<file path="config.mk">
export PLATFORM = sky130hd
export DESIGN_NAME = spi_slave_if
export DESIGN_NICKNAME = d
export VERILOG_FILES = /design/src/rtl/spi_slave_if.sv
export SDC_FILE = /design/constraint.sdc
export NUM_CORES = 1
export LEC_CHECK = 0
export BUFFER_PORTS_ARGS = -buffer_cell sky130_fd_sc_hd__buf_2
export CORE_MARGIN = 4
export CORE_UTILIZATION = 53
export CTS_BUF_LIST = sky130_fd_sc_hd__clkbuf_4 sky130_fd_sc_hd__clkbuf_8
export CTS_CLUSTER_DIAMETER = 150
export DETAILED_ROUTE_END_ITERATION = 6
export GPL_TIMING_DRIVEN = 0
export HOLD_SLACK_MARGIN = 0.06
export MAX_ROUTING_LAYER = met4
export PLACE_DENSITY = 0.77
export SYNTH_ARGS = -nofsm -noshare
export SYNTH_HDL_FRONTEND = slang
export SYNTH_SLANG_ARGS = --single-unit
</file>
<file path="constraint.sdc">
create_clock -name clk -period 2.15 [get_ports clk]
set_clock_uncertainty 0.2 [all_clocks]
set_input_delay 0.645 -clock clk [delete_from_list [all_inputs] [get_ports clk]]
set_output_delay 0.645 -clock clk [all_outputs]
set_load 0.05 [all_outputs]
</file>
<file path="src/rtl/spi_slave_if.sv">
// SPI mode-0 slave: deserialises RX_W-bit command frames, serialises one TX_W-bit read byte on MISO.
// Latency: rx_valid one cycle after the last frame bit; MISO carries tx_data MSB the cycle after tx_valid.
// No backpressure: rx_valid is a strobe, tx_valid is honoured only while waiting for read data.
module spi_slave_if #(
   parameter int RX_W = 10,
   parameter int TX_W = 8
) (
   input  logic            clk,
   input  logic            rst_n,
   input  logic            SS_n,
   input  logic            MOSI,
   output logic            MISO,
   output logic [RX_W-1:0] rx_data,
   output logic            rx_valid,
   input  logic [TX_W-1:0] tx_data,
   input  logic            tx_valid
);

   localparam int CW  = $clog2(RX_W);
   localparam int TCW = $clog2(TX_W);

   typedef enum logic [2:0] {
      IDLE, CHK_CMD, WRITE, READ_ADD, READ_DATA, RD_WAIT, RD_SHIFT, HOLD
   } state_t;

   state_t          state, state_nxt;
   logic [CW-1:0]   bit_cnt;
   logic [RX_W-2:0] rx_sr;
   logic [TX_W-1:0] tx_sr;
   logic [TCW-1:0]  tx_cnt;
   logic            rd_addr_seen;

   logic abort, cmd_bit, rx_shift, rx_last, tx_load, tx_step, tx_end;

   always_ff @(posedge clk or negedge rst_n) begin
      if (!rst_n) state <= IDLE;
      else        state <= state_nxt;
   end

   always_comb begin
      state_nxt = state;
      if (SS_n) begin
         state_nxt = IDLE;
      end else begin
         case (state)
            IDLE:      state_nxt = CHK_CMD;
            CHK_CMD:   state_nxt = MOSI ? (rd_addr_seen ? READ_DATA : READ_ADD) : WRITE;
            WRITE,
            READ_ADD:  if (rx_last) state_nxt = HOLD;
            READ_DATA: if (rx_last) state_nxt = RD_WAIT;
            RD_WAIT:   if (tx_valid) state_nxt = RD_SHIFT;
            RD_SHIFT:  if (tx_cnt == '0) state_nxt = HOLD;
            default:   state_nxt = state;
         endcase
      end
   end

   always_comb begin
      abort    = SS_n && (state != IDLE);
      cmd_bit  = !SS_n && (state == CHK_CMD);
      rx_shift = !SS_n && ((state == WRITE) || (state == READ_ADD) || (state == READ_DATA));
      rx_last  = rx_shift && (bit_cnt == CW'(RX_W-1));
      tx_load  = !SS_n && (state == RD_WAIT) && tx_valid;
      tx_step  = !SS_n && (state == RD_SHIFT) && (tx_cnt != '0);
      tx_end   = !SS_n && (state == RD_SHIFT) && (tx_cnt == '0);
   end

   // Receive path: bit_cnt counts bits already held in rx_sr, so the last bit is merged on load.
   always_ff @(posedge clk or negedge rst_n) begin
      if (!rst_n) begin
         bit_cnt      <= '0;
         rx_sr        <= '0;
         rx_data      <= '0;
         rx_valid     <= 1'b0;
         rd_addr_seen <= 1'b0;
      end else begin
         rx_valid <= rx_last;
         if (cmd_bit) begin
            rx_sr   <= {{(RX_W-2){1'b0}}, MOSI};
            bit_cnt <= CW'(1);
         end else if (rx_last) begin
            rx_data <= {rx_sr, MOSI};
            bit_cnt <= '0;
         end else if (rx_shift) begin
            rx_sr   <= {rx_sr[RX_W-3:0], MOSI};
            bit_cnt <= bit_cnt + 1'b1;
         end else begin
            bit_cnt <= '0;
         end
         if (rx_last && (state == READ_ADD))
            rd_addr_seen <= 1'b1;
         else if (tx_end || (abort && (state == RD_SHIFT)))
            rd_addr_seen <= 1'b0;
      end
   end

   // Transmit path: MSB goes straight to MISO on load, the rest follows from tx_sr.
   always_ff @(posedge clk or negedge rst_n) begin
      if (!rst_n) begin
         MISO   <= 1'b0;
         tx_sr  <= '0;
         tx_cnt <= '0;
      end else if (tx_load) begin
         MISO   <= tx_data[TX_W-1];
         tx_sr  <= {tx_data[TX_W-2:0], 1'b0};
         tx_cnt <= TCW'(TX_W-1);
      end else if (tx_step) begin
         MISO   <= tx_sr[TX_W-1];
         tx_sr  <= {tx_sr[TX_W-2:0], 1'b0};
         tx_cnt <= tx_cnt - 1'b1;
      end else begin
         MISO <= 1'b0;
      end
   end

endmodule

</file>
==> results.md, run 1 <==
* Status: finished clean
* Switch Pwr at 0.0007897 W
* Dpl hpwl at 2409 µm
* Gp weighted congestion at 0.9212
* Via count at 1,321
* Antenna Nets Post-Route at 0
* Worst path required time at 2200 ps
* Top cells by area, synth: dfrtp_1 (53%), mux2_4 (8.1%), nand3_1 (4.1%)
* DIE WIDTH at 67.09 µm
* CP Buf/Inv Count at 2
* Worst setup SP type: register
* Largest net degree at the start of global routing at 40
* First-pass GRT wire length at 5871 µm
* Worst slew pin tran at 837.1 ps
* Setup Viol. Count Final at 0
* Critical Path Most Common Cell: buf_6
* Kind of critical path: reg2reg
* Vias per Instance at 5.305
* Net total in the final layout at 219
* Antenna violations before repair at 0
* Reg clk slew, reported paths at 120 ps
* Mapped cell area at 1851 µm²
* Antenna Cells at 0
* Clock Latency Late Sink at 350 ps
* Port Buffers at 24
* Syn Nets at 186
* Switching share of power at 0.3442
* All-Layer GR Usage at 0.1819
* CTS buffer count at 5
* # IOs at 25
* Root buffer cell: clkbuf_4
* Crit path capture type: register
* Final worst path period need at 2102 ps
* Synthesized netlist cell count at 169
* Initial Utilization at 0.5502
* Worst-path cell chain: buf_6 -> or4b_4 -> a21boi_4 -> buf_6 -> a311o_4 -> mux2_4
* Relative slew slack at 0.4419
* Die Y at 67.09 µm
* HP Class: in2async
* Syn Area/Cell at 10.95 µm²
* Drt drc at 0
* CTS tree: done
* Row count at 21
* Pint at 0.001504 W
* CTS Hold Bufs at 0
* Drt pass-1 iters at 4
* Crit path max fanout at 6
* Yosys warnings at 0
* Leakage at 1.097 nW
* Post-synth top area share at 0.5274
* P&R area growth vs syn at 15.62%
* RSZ-0062 raised after global routing: true
* DIE AREA at 4501 µm²
* WL/cell at 14.13 µm
* Yosys cell types at 36
* Final Util at 0.6362
* Top Family by Delay on Critical Path: simple AND/OR/NAND/NOR gates
* Routed WL at 3519 µm
* Max-Cap Viols at 0
* Post-place setup slack at -240.2 ps
* Peak Freq at 475.8 MHz
* Pwr dens at 1072 nW/µm²
* Critical Path Slowest Stage Cell: or4b_4
* VDD IR-drop max at 639.0 µV
* DRT iter0 DRCs at 71
* Synth area leader: dfrtp_1
* Final Hold Fails at 0
* GR Overflow Total at 0
* Clock share of power at 0.190
* Logic pwr share at 0.342
* Worst-case hold slack at 178.6 ps
* CTS Sinks at 39
* Sequential power share at 0.468
* Final worst path period share at 0.9775
* Share of layout cells above drive strength 1 at 0.3153
* Largest stage delay, worst path at 560 ps
* Final Max Tran Viols at 0
* H-tree depth at 2
* Final Worst Setup Slack at 48.48 ps
* Share of synthesized area occupied by flip-flops and latches at 0.5274
* Vias in the first global route at 1,285
* Crit path DAT at 2150 ps
* Clock buffer depth at 2
* Synthesized flop and latch total at 39
* Core Region at 3363 µm²
## power by group through the flow
| stage | logic, W | registers [W] | clock network [W] |
|---|---|---|---|
| global placement | 0.000684 | 0.00107 | 0 |
| CTS | 0.000732 | 0.00107 | 0.000441 |
| finish | 0.000785 | 0.00107 | 0.000436 |
| detailed placement | 0.000723 | 0.00108 | 0 |
| floorplan | 0.000574 | 0.00105 | 0 |
| global route | 0.000877 | 0.00110 | 0.000479 |
## synthesized netlist by cell type
cell type	instances
a211oi_1	1
a21bo_2	1
a21boi_2	1
a21oi_1	1
a311o_4	1
a311oi_1	2
a31oi_1	6
and3_1	1
buf_2	1
buf_4	1
buf_6	4
clkbuf_1	1
dfrtp_1	39
ha_1	4
inv_1	17
mux2_2	2
mux2_4	10
nand2_1	18
nand2_2	1
nand2b_1	3
nand2b_2	1
nand3_1	15
nand3_2	1
nand3b_1	1
nand4_1	1
nor2_1	9
nor2b_1	2
nor2b_4	1
o211ai_1	1
o21a_1	1
o21ai_0	14
o2bb2ai_1	1
or3b_2	1
or4b_4	1
xnor2_1	2
xor2_1	2
## placed cells by master (no fill, tap or decap), types with 2 or more instances in the layout
master	synthesis	layout
a31oi_1	6	6
xor2_1	2	2
mux2_2	2	2
nand3_2	1	2
dfrtp_1	39	39
o21ai_0	14	14
nand3_1	15	14
nor2_1	9	9
buf_4	1	4
nand2b_1	3	2
clkbuf_4	0	5
buf_6	4	4
buf_2	1	24
ha_1	4	4
nor2b_1	2	2
clkbuf_8	0	2
xnor2_1	2	2
mux2_4	10	10
inv_1	17	17
nand2_1	18	18
a311oi_1	2	2
## state kept, by name (all words and copies together), names as in the netlist
name and count:
MISO 1, bit_cnt 4, rd_addr_seen 1, rx_data 10, rx_sr 9, rx_valid 1
state 3, tx_cnt 3, tx_sr 7
## logic make-up (layout without fill, tap and decap cells)
| group | Yosys count | after routing | synth area share |
|---|---|---|---|
| AO/OA/AOI/OAI | 30 | 30 | 0.1095 |
| XOR/XNOR | 4 | 4 | 0.01894 |
| adder cells (fa/ha/maj) | 4 | 4 | 0.02705 |
| buffers and inverters | 24 | 58 | 0.06761 |
| flip-flops | 39 | 39 | 0.5274 |
| multiplexers | 12 | 12 | 0.09330 |
| AND/OR/NAND/NOR | 56 | 56 | 0.1562 |
## metal layers
metal | global-route usage | up-vias | part of all wire
met4 | 0.08101 | 0 | 0.026
met5 | - | - | 0
li1 | - | 636 | -
met3 | 0.04216 | 10 | 0.039
met2 | 0.2847 | 27 | 0.49
met1 | 0.2240 | 648 | 0.45
## worst paths after layout
| check | startpoint | to | slack (ps) | cells after the start |
|---|---|---|---|---|
| setup / recovery | state[0]$_DFFE_PN0P_ | state[0]$_DFFE_PN0P_ | 50 | 6 |
| hold / removal | rst_n | bit_cnt[3]$_DFF_PN0_ | 180 | 1 |
| setup reg to reg | state[0]$_DFFE_PN0P_ | state[0]$_DFFE_PN0P_ | 50 | 6 |
| hold reg to reg | rx_data[4]$_DFFE_PN0P_ | rx_data[4]$_DFFE_PN0P_ | 310 | 1 |
| max in group asynchronous | rst_n | tx_cnt[2]$_DFFE_PN0P_ | 1040 | 1 |
| min in group clk | rx_data[4]$_DFFE_PN0P_ | rx_data[4]$_DFFE_PN0P_ | 310 | 1 |
## per-stage QoR
stage	cells	power [W]	setup TNS [ps]	area (µm²)
after floorplan	169	0.001624	-17.42	1851
after global placement	239	0.001755	-1259	2028
after detailed placement	239	0.001808	-1616	2028
after CTS	247	0.002243	0	2105
after global routing	249	0.002455	-14.81	2140
final	249	0.002294	0	2140
## cell type report
type	count	area (µm²)
clock buffers	7	65.06
plain buffers	5	48.80
inverters	17	63.81
fillers	296	1224
well taps	46	57.56
repair buffers	28	150.1
flip-flops and latches	39	975.9
clock inverters	1	7.507
multi-input cells	106	770.7
## what timing repair did
action                     4_1_cts  5_1_grt
pin swaps                        1        3
setup endpoints to repair        2        3
resized for setup                1        4
setup buffers                    1        3
gates cloned                     0        0
## worst register-to-register path, stage by stage (launching register included)
cell and delay [ps]:
dfrtp_1 390, buf_6 130, or4b_4 560, a21boi_4 180
buf_6 120, a311o_4 120, mux2_4 290
Note: power is estimated with default switching activity, not from simulation.
==> run 2: changes to the inputs <==
- CTS_BUF_LIST: sky130_fd_sc_hd__clkbuf_4 sky130_fd_sc_hd__clkbuf_8 -> sky130_fd_sc_hd__clkbuf_4
==> run 2 against run 1 <==
Against the previous run: non-clock buffer count increased by 1; combinational power increased by 2%; global-route usage increased by 0.073 points; hold slack improved by 8.6 ps; first-iteration DRC count increased by 30%; utilization decreased by 0.52 points; total power decreased by 3.0%; setup slack improved by 9.6 ps; via count about the same; clock power decreased by 19%; flip-flop and latch count unchanged; maximum frequency increased by 0.46%; critical endpoint unchanged; largest cell class unchanged; largest power group unchanged; highest routed layer unchanged.
==> results.md, run 2 (same netlist as run 1, synthesis figures left out) <==
* Dpl hpwl at 2409 µm (unchanged)
* Antenna violations before repair at 0 (unchanged)
* VDD IR-drop max at 630.4 µV (-1.3%)
* Largest stage delay, worst path at 560 ps (about the same)
* Die Y at 67.09 µm (unchanged)
* Vias per Instance at 5.280 (-0.48%)
* Reg-to-reg startpoint: state[0]$_DFFE_PN0P_
* All-Layer GR Usage at 0.1826 (+0.0007334)
* Root buffer cell: clkbuf_4
* Final Max Tran Viols at 0 (unchanged)
* GR Overflow Total at 0 (unchanged)
* Row count at 21 (unchanged)
* Worst setup SP type: register
* Clock Latency Late Sink at 340 ps (about the same)
* Reg clk slew, reported paths at 110 ps (about the same)
* Leakage at 1.090 nW (-0.59%)
* Share of layout cells above drive strength 1 at 0.3039 (-0.01135)
* Initial Utilization at 0.5502 (unchanged)
* Largest regs: rx_data (10), rx_sr (9), tx_sr (7)
* Routed WL at 3466 µm (-1.5%)
* Vias in the first global route at 1,275 (-0.78%)
* Most frequent cells in the layout: dfrtp_1 (39), buf_2 (24), nand2_1 (18)
* Peak Freq at 478.0 MHz (+0.46%)
* Drt drc at 0 (unchanged)
* Clock buffer depth at 2 (unchanged)
* Final worst path period share at 0.9730 (-0.004482)
* CTS tree: done
* Filler cell count at 305 (+3.0%)
* RR Endpoint: state[0]$_DFFE_PN0P_
* Final Util at 0.6310 (-0.005209)
* Worst slew pin tran at 832.6 ps (-4.457 ps)
* First-pass GRT wire length at 5809 µm (-1.1%)
* Drt pass-1 iters at 4 (unchanged)
* Register bank with the most flops: rx_data
* Crit path DAT at 2130 ps (-20 ps)
* Via count at 1,320 (-0.076%)
* Final worst path period need at 2092 ps (-9.636 ps)
* Critical Path Most Common Cell: buf_6
* DIE WIDTH at 67.09 µm (unchanged)
* DIE AREA at 4501 µm² (unchanged)
* P&R area growth vs syn at 14.67%
* Kind of critical path: reg2reg
* Relative slew slack at 0.4449 (+0.002971)
* Path depth of the worst reg2reg path at 6 (unchanged)
* CTS Sinks at 39 (unchanged)
* Worst path required time at 2190 ps (about the same)
* Setup Viol. Count Final at 0 (unchanged)
* HP Class: in2async
* DRT iter0 DRCs at 92 (+30%)
* Max-Cap Viols at 0 (unchanged)
* Largest net degree at the start of global routing at 40 (unchanged)
* Worst-path cell chain: buf_6 -> or4b_4 -> a21boi_4 -> buf_6 -> a311o_4 -> mux2_4
* Final Hold Fails at 0 (unchanged)
* Antenna Nets Post-Route at 0 (unchanged)
* Gp weighted congestion at 0.9212 (unchanged)
* H-tree depth at 2 (unchanged)
* Pwr dens at 1048 nW/µm² (-2.2%)
* Antenna Cells at 0 (unchanged)
* # IOs at 25 (unchanged)
* Crit path max fanout at 4 (-2)
* R2r setup slk at 60 ps (about the same)
* Port Buffers at 24 (unchanged)
* Core Region at 3363 µm² (unchanged)
* Crit path capture type: register
* Max reg flops at 10 (unchanged)
* Status: finished clean
* Total power at 0.002224 W (-3.0%)
* Critical Path Slowest Stage Cell: or4b_4
* Commonest non-fill, non-tap cell in the layout: dfrtp_1
* CTS buffer count at 5 (unchanged)
* Net total in the final layout at 220 (+0.46%)
* WL/cell at 13.86 µm (-1.9%)
[run 2: layer usage]
| metal | GRT usage | share of wire | wire [µm] |
|---|---|---|---|
| met1 | 0.2229 | 0.45 | 1543 |
| met2 | 0.2810 | 0.49 | 1704 |
| met3 | 0.04216 | 0.040 | 137 |
| met4 | 0.09620 | 0.023 | 80 |
| met5 | - | 0 | 0 |
[run 2: worst max-delay path: cells and delay by family (launching register included)]
family | cells | cell delay (ps)
buf+inv | 2 | 240
simple gates | 1 | 560
flops | 1 | 390
mux | 1 | 290
compound gates | 2 | 300
[run 2: where the power goes]
group	internal, W	leakage (nW)	switching, W	total [W]
Combinational	0.000388	0.546	0.000411	0.000799
Clock	0.000120	0.0263	0.000235	0.000355
Sequential	0.000936	0.517	0.000135	0.00107
Total	0.00144	1.09	0.000780	0.00222
[run 2: worst max-delay path by stage]
stage | start | to | slack [ps] | cells past startpoint
finish | state[0]$_DFFE_PN0P_ | state[0]$_DFFE_PN0P_ | 60 | 6
global route | state[0]$_DFFE_PN0P_ | state[0]$_DFFE_PN0P_ | -9 | 6
CTS | state[1]$_DFFE_PN0P_ | state[0]$_DFFE_PN0P_ | 30 | 6
detailed placement | SS_n | state[0]$_DFFE_PN0P_ | -240 | 6
global placement | SS_n | state[0]$_DFFE_PN0P_ | -210 | 6
floorplan | SS_n | state[0]$_DFFE_PN0P_ | -20 | 5
[run 2: layout make-up]
type / instances / area, µm² / area share
multi-input cells: 106 / 765.7 / 0.3608
plain buffers: 5 / 48.80 / 0.02300
clock buffers: 5 / 37.54 / 0.01769
clock inverters: 3 / 15.01 / 0.007075
inverters: 17 / 63.81 / 0.03007
flip-flops and latches: 39 / 975.9 / 0.4599
well taps: 46 / 57.56 / 0.02712
repair buffers: 29 / 157.7 / 0.07429
[run 2: what timing repair did]
item	CTS	global route
hold buffers	0	0
gates resized for setup	1	3
pin swaps	1	3
endpoints found under the setup margin	2	3
setup buffers	1	4
cloned	0	0
[run 2: stage by stage]
stage / cell area [µm²] / setup WS [ps] / TNS (ps) / std cells / hold WS (ps)
after global routing: 2122 / -9.026 / -9.026 / 250 / 232.4
after detailed placement: 2028 / -240.2 / -1616 / 239 / 292.3
after CTS: 2085 / 28.48 / 0 / 247 / 203.2
after floorplan: 1851 / -15.36 / -17.42 / 169 / 149.4
after global placement: 2028 / -213.7 / -1259 / 239 / 281.0
final: 2122 / 58.11 / 0 / 250 / 187.3
==> run 3: changes to the inputs <==
- clock period: 2.15 -> 1.7 ns (I/O delays scaled with it)
==> run 3 against run 2 <==
Against the previous run: critical endpoint unchanged; highest routed layer unchanged; maximum frequency increased by 1.8%; cell count grew 3.2%; the flow now finishes with violations (setup timing); clock power grew 65%; count of clock-buffer cells in the layout unchanged; setup slack worse by 410 ps; first-iteration DRC count down 38%; utilization increased by 4.8 points; combinational power rose by 43%.
==> results.md, run 3 (same netlist as run 1, synthesis figures left out) <==
* Net total in the final layout at 228 (+3.6%)
* Status: finished, violations left
* CTS tree: done
* Critical Path Slowest Stage Cell: or4b_4
* Clock Latency Late Sink at 330 ps (about the same)
* Most frequent cells in the layout: dfrtp_1 (38), inv_1 (17), nand2_1 (17), buf_4 (17), buf_2 (15)
* First-pass GRT wire length at 6065 µm (+4.4%)
* Final worst path period share at 1.208 (+0.2352)
* # IOs at 25 (unchanged)
* Port Buffers at 24 (unchanged)
* Largest regs: rx_data (10), rx_sr (9), tx_sr (7)
* Worst-path cell chain: or4b_4 -> a21boi_4 -> buf_6 -> a311o_4 -> mux2_4
* Leakage at 1.161 nW (+6.5%)
* Die Y at 67.09 µm (unchanged)
* Final worst path period need at 2054 ps (-37.93 ps)
* Relative slew slack at 0.4437 (-0.001180)
* Initial Utilization at 0.5502 (unchanged)
* Kind of critical path: reg2reg
* RSZ-0062 raised after global routing: true
* Reg clk slew, reported paths at 120 ps (about the same)
* Row count at 21 (unchanged)
* Crit path capture type: register
* Largest net degree at the start of global routing at 40 (unchanged)
* Final Max Tran Viols at 0 (unchanged)
* Share of layout cells above drive strength 1 at 0.3774 (+0.07344)
* Filler cell count at 286 (-6.2%)
* Drt drc at 0 (unchanged)
* Worst setup SP type: register
* Max reg flops at 10 (unchanged)
* Routed WL at 3694 µm (+6.6%)
* Core Region at 3363 µm² (unchanged)
* Drt pass-1 iters at 4 (unchanged)
* Vias per Instance at 5.248 (-0.60%)
* Largest stage delay, worst path at 580 ps (+20 ps)
* GR Overflow Total at 0 (unchanged)
* Antenna violations before repair at 0 (unchanged)
* Via count at 1,354 (+2.6%)
* DRT iter0 DRCs at 57 (-38%)
* Dpl hpwl at 2413 µm (+0.16%)
* Peak Freq at 486.9 MHz (+1.8%)
* CTS Sinks at 39 (unchanged)
* Register bank with the most flops: rx_data
* H-tree depth at 2 (unchanged)
* Vias in the first global route at 1,359 (+6.6%)
* VDD IR-drop max at 784.2 µV (+24%)
* Pwr dens at 1360 nW/µm² (+30%)
* P&R area growth vs syn at 23.39%
* Root buffer cell: clkbuf_4
* Worst path required time at 1730 ps (-460 ps)
* All-Layer GR Usage at 0.1853 (+0.002703)
* Failing checks: setup timing
* DIE AREA at 4501 µm² (unchanged)
* CTS buffer count at 5 (unchanged)
* HP Class: in2async
* Final Instance Count excl. Fillers at 258 (+3.2%)
* Gp weighted congestion at 0.8991 (-2.4%)
* Commonest non-fill, non-tap cell in the layout: dfrtp_1
* Antenna Cells at 0 (unchanged)
* WL/cell at 14.32 µm (+3.3%)
* Placed cells at 239 (unchanged)
* Final Hold Fails at 0 (unchanged)
* TNS Setup at -5763 ps (-5763 ps)
* Worst-case hold slack at 68.92 ps (-118.3 ps)
* Setup Viol. Count Final at 24 (+24)
* Max-Cap Viols at 0 (unchanged)
* CTS Hold Bufs at 0 (unchanged)
* Worst slew pin tran at 834.4 ps (+1.770 ps)
* Antenna Nets Post-Route at 0 (unchanged)
* Final Worst Setup Slack at -354.0 ps (-412.1 ps)
* DIE WIDTH at 67.09 µm (unchanged)
* Clock buffer depth at 2 (unchanged)
* Crit path DAT at 2080 ps (-50 ps)
* Crit path max fanout at 5 (+1)
==> run 3: path summary, 6_finish.rpt <==
kind                                         from                     end  slack, ps  depth (start not counted)
setup / recovery             state[1]$_DFFE_PN0P_    state[0]$_DFFE_PN0P_       -350                          5
hold reg to reg            rx_data[5]$_DFFE_PN0P_  rx_data[5]$_DFFE_PN0P_        310                          1
hold / removal                              rst_n  rx_data[2]$_DFFE_PN0P_         70                          1
max in group asynchronous                   rst_n    state[1]$_DFFE_PN0P_        670                          1
setup reg to reg             state[1]$_DFFE_PN0P_    state[0]$_DFFE_PN0P_       -350                          5
min in group clk                       tx_data[0]    tx_sr[1]$_DFFE_PN0P_        220                          3
==> run 3: layer usage <==
metal | part of all wire | vias up | global-route usage
met5 | 0 | - | -
met1 | 0.44 | 664 | 0.2223
li1 | - | 657 | -
met3 | 0.030 | 5 | 0.04047
met2 | 0.52 | 28 | 0.3043
met4 | 0.010 | 0 | 0.07089
==> run 3: timing repair <==
action                                  CTS  global route
buffers inserted                          9             6
resized for setup                        12            19
endpoints found under the setup margin   38            46
pin swaps                                 3             5
==> run 3: area by class of cell <==
type                            instances  area (µm²)  share of cell area
Tap cell                               46       57.56             0.02521
Clock inverter                          3       38.79             0.01699
Timing Repair Buffer                   39       259.0              0.1134
Inverter                               17       63.81             0.02795
Sequential cell                        39       977.2              0.4279
Multi-Input combinational cell        106       819.5              0.3589
Clock buffer                            5       37.54             0.01644
Buffer                                  3       30.03             0.01315
==> run 3: per-stage QoR <==
step	setup WS (ps)	total power, W	instance area [µm²]	util
after CTS	-349.1	0.003041	2202	0.6548
after global routing	-403.7	0.003317	2283	0.6789
final	-354.0	0.003104	2283	0.6789
after detailed placement	-549.7	0.002285	2037	0.6057
after global placement	-520.3	0.002227	2037	0.6057
after floorplan	-354.1	0.002067	1859	-
==> run 3: critical path: cells and delay by family, from the launching register on <==
family	cells	cell delay, ps
AO/OA/AOI/OAI	2	310
multiplexers	1	290
buffers and inverters	1	120
flip-flops	1	450
AND/OR/NAND/NOR	1	580
==> run 3: where the power goes <==
part / leakage [nW] / total, W / internal, W / switching, W
registers: 0.516 / 0.00137 / 0.00119 / 0.000189
logic: 0.602 / 0.00114 / 0.000579 / 0.000564
clock network: 0.0426 / 0.000586 / 0.000303 / 0.000283
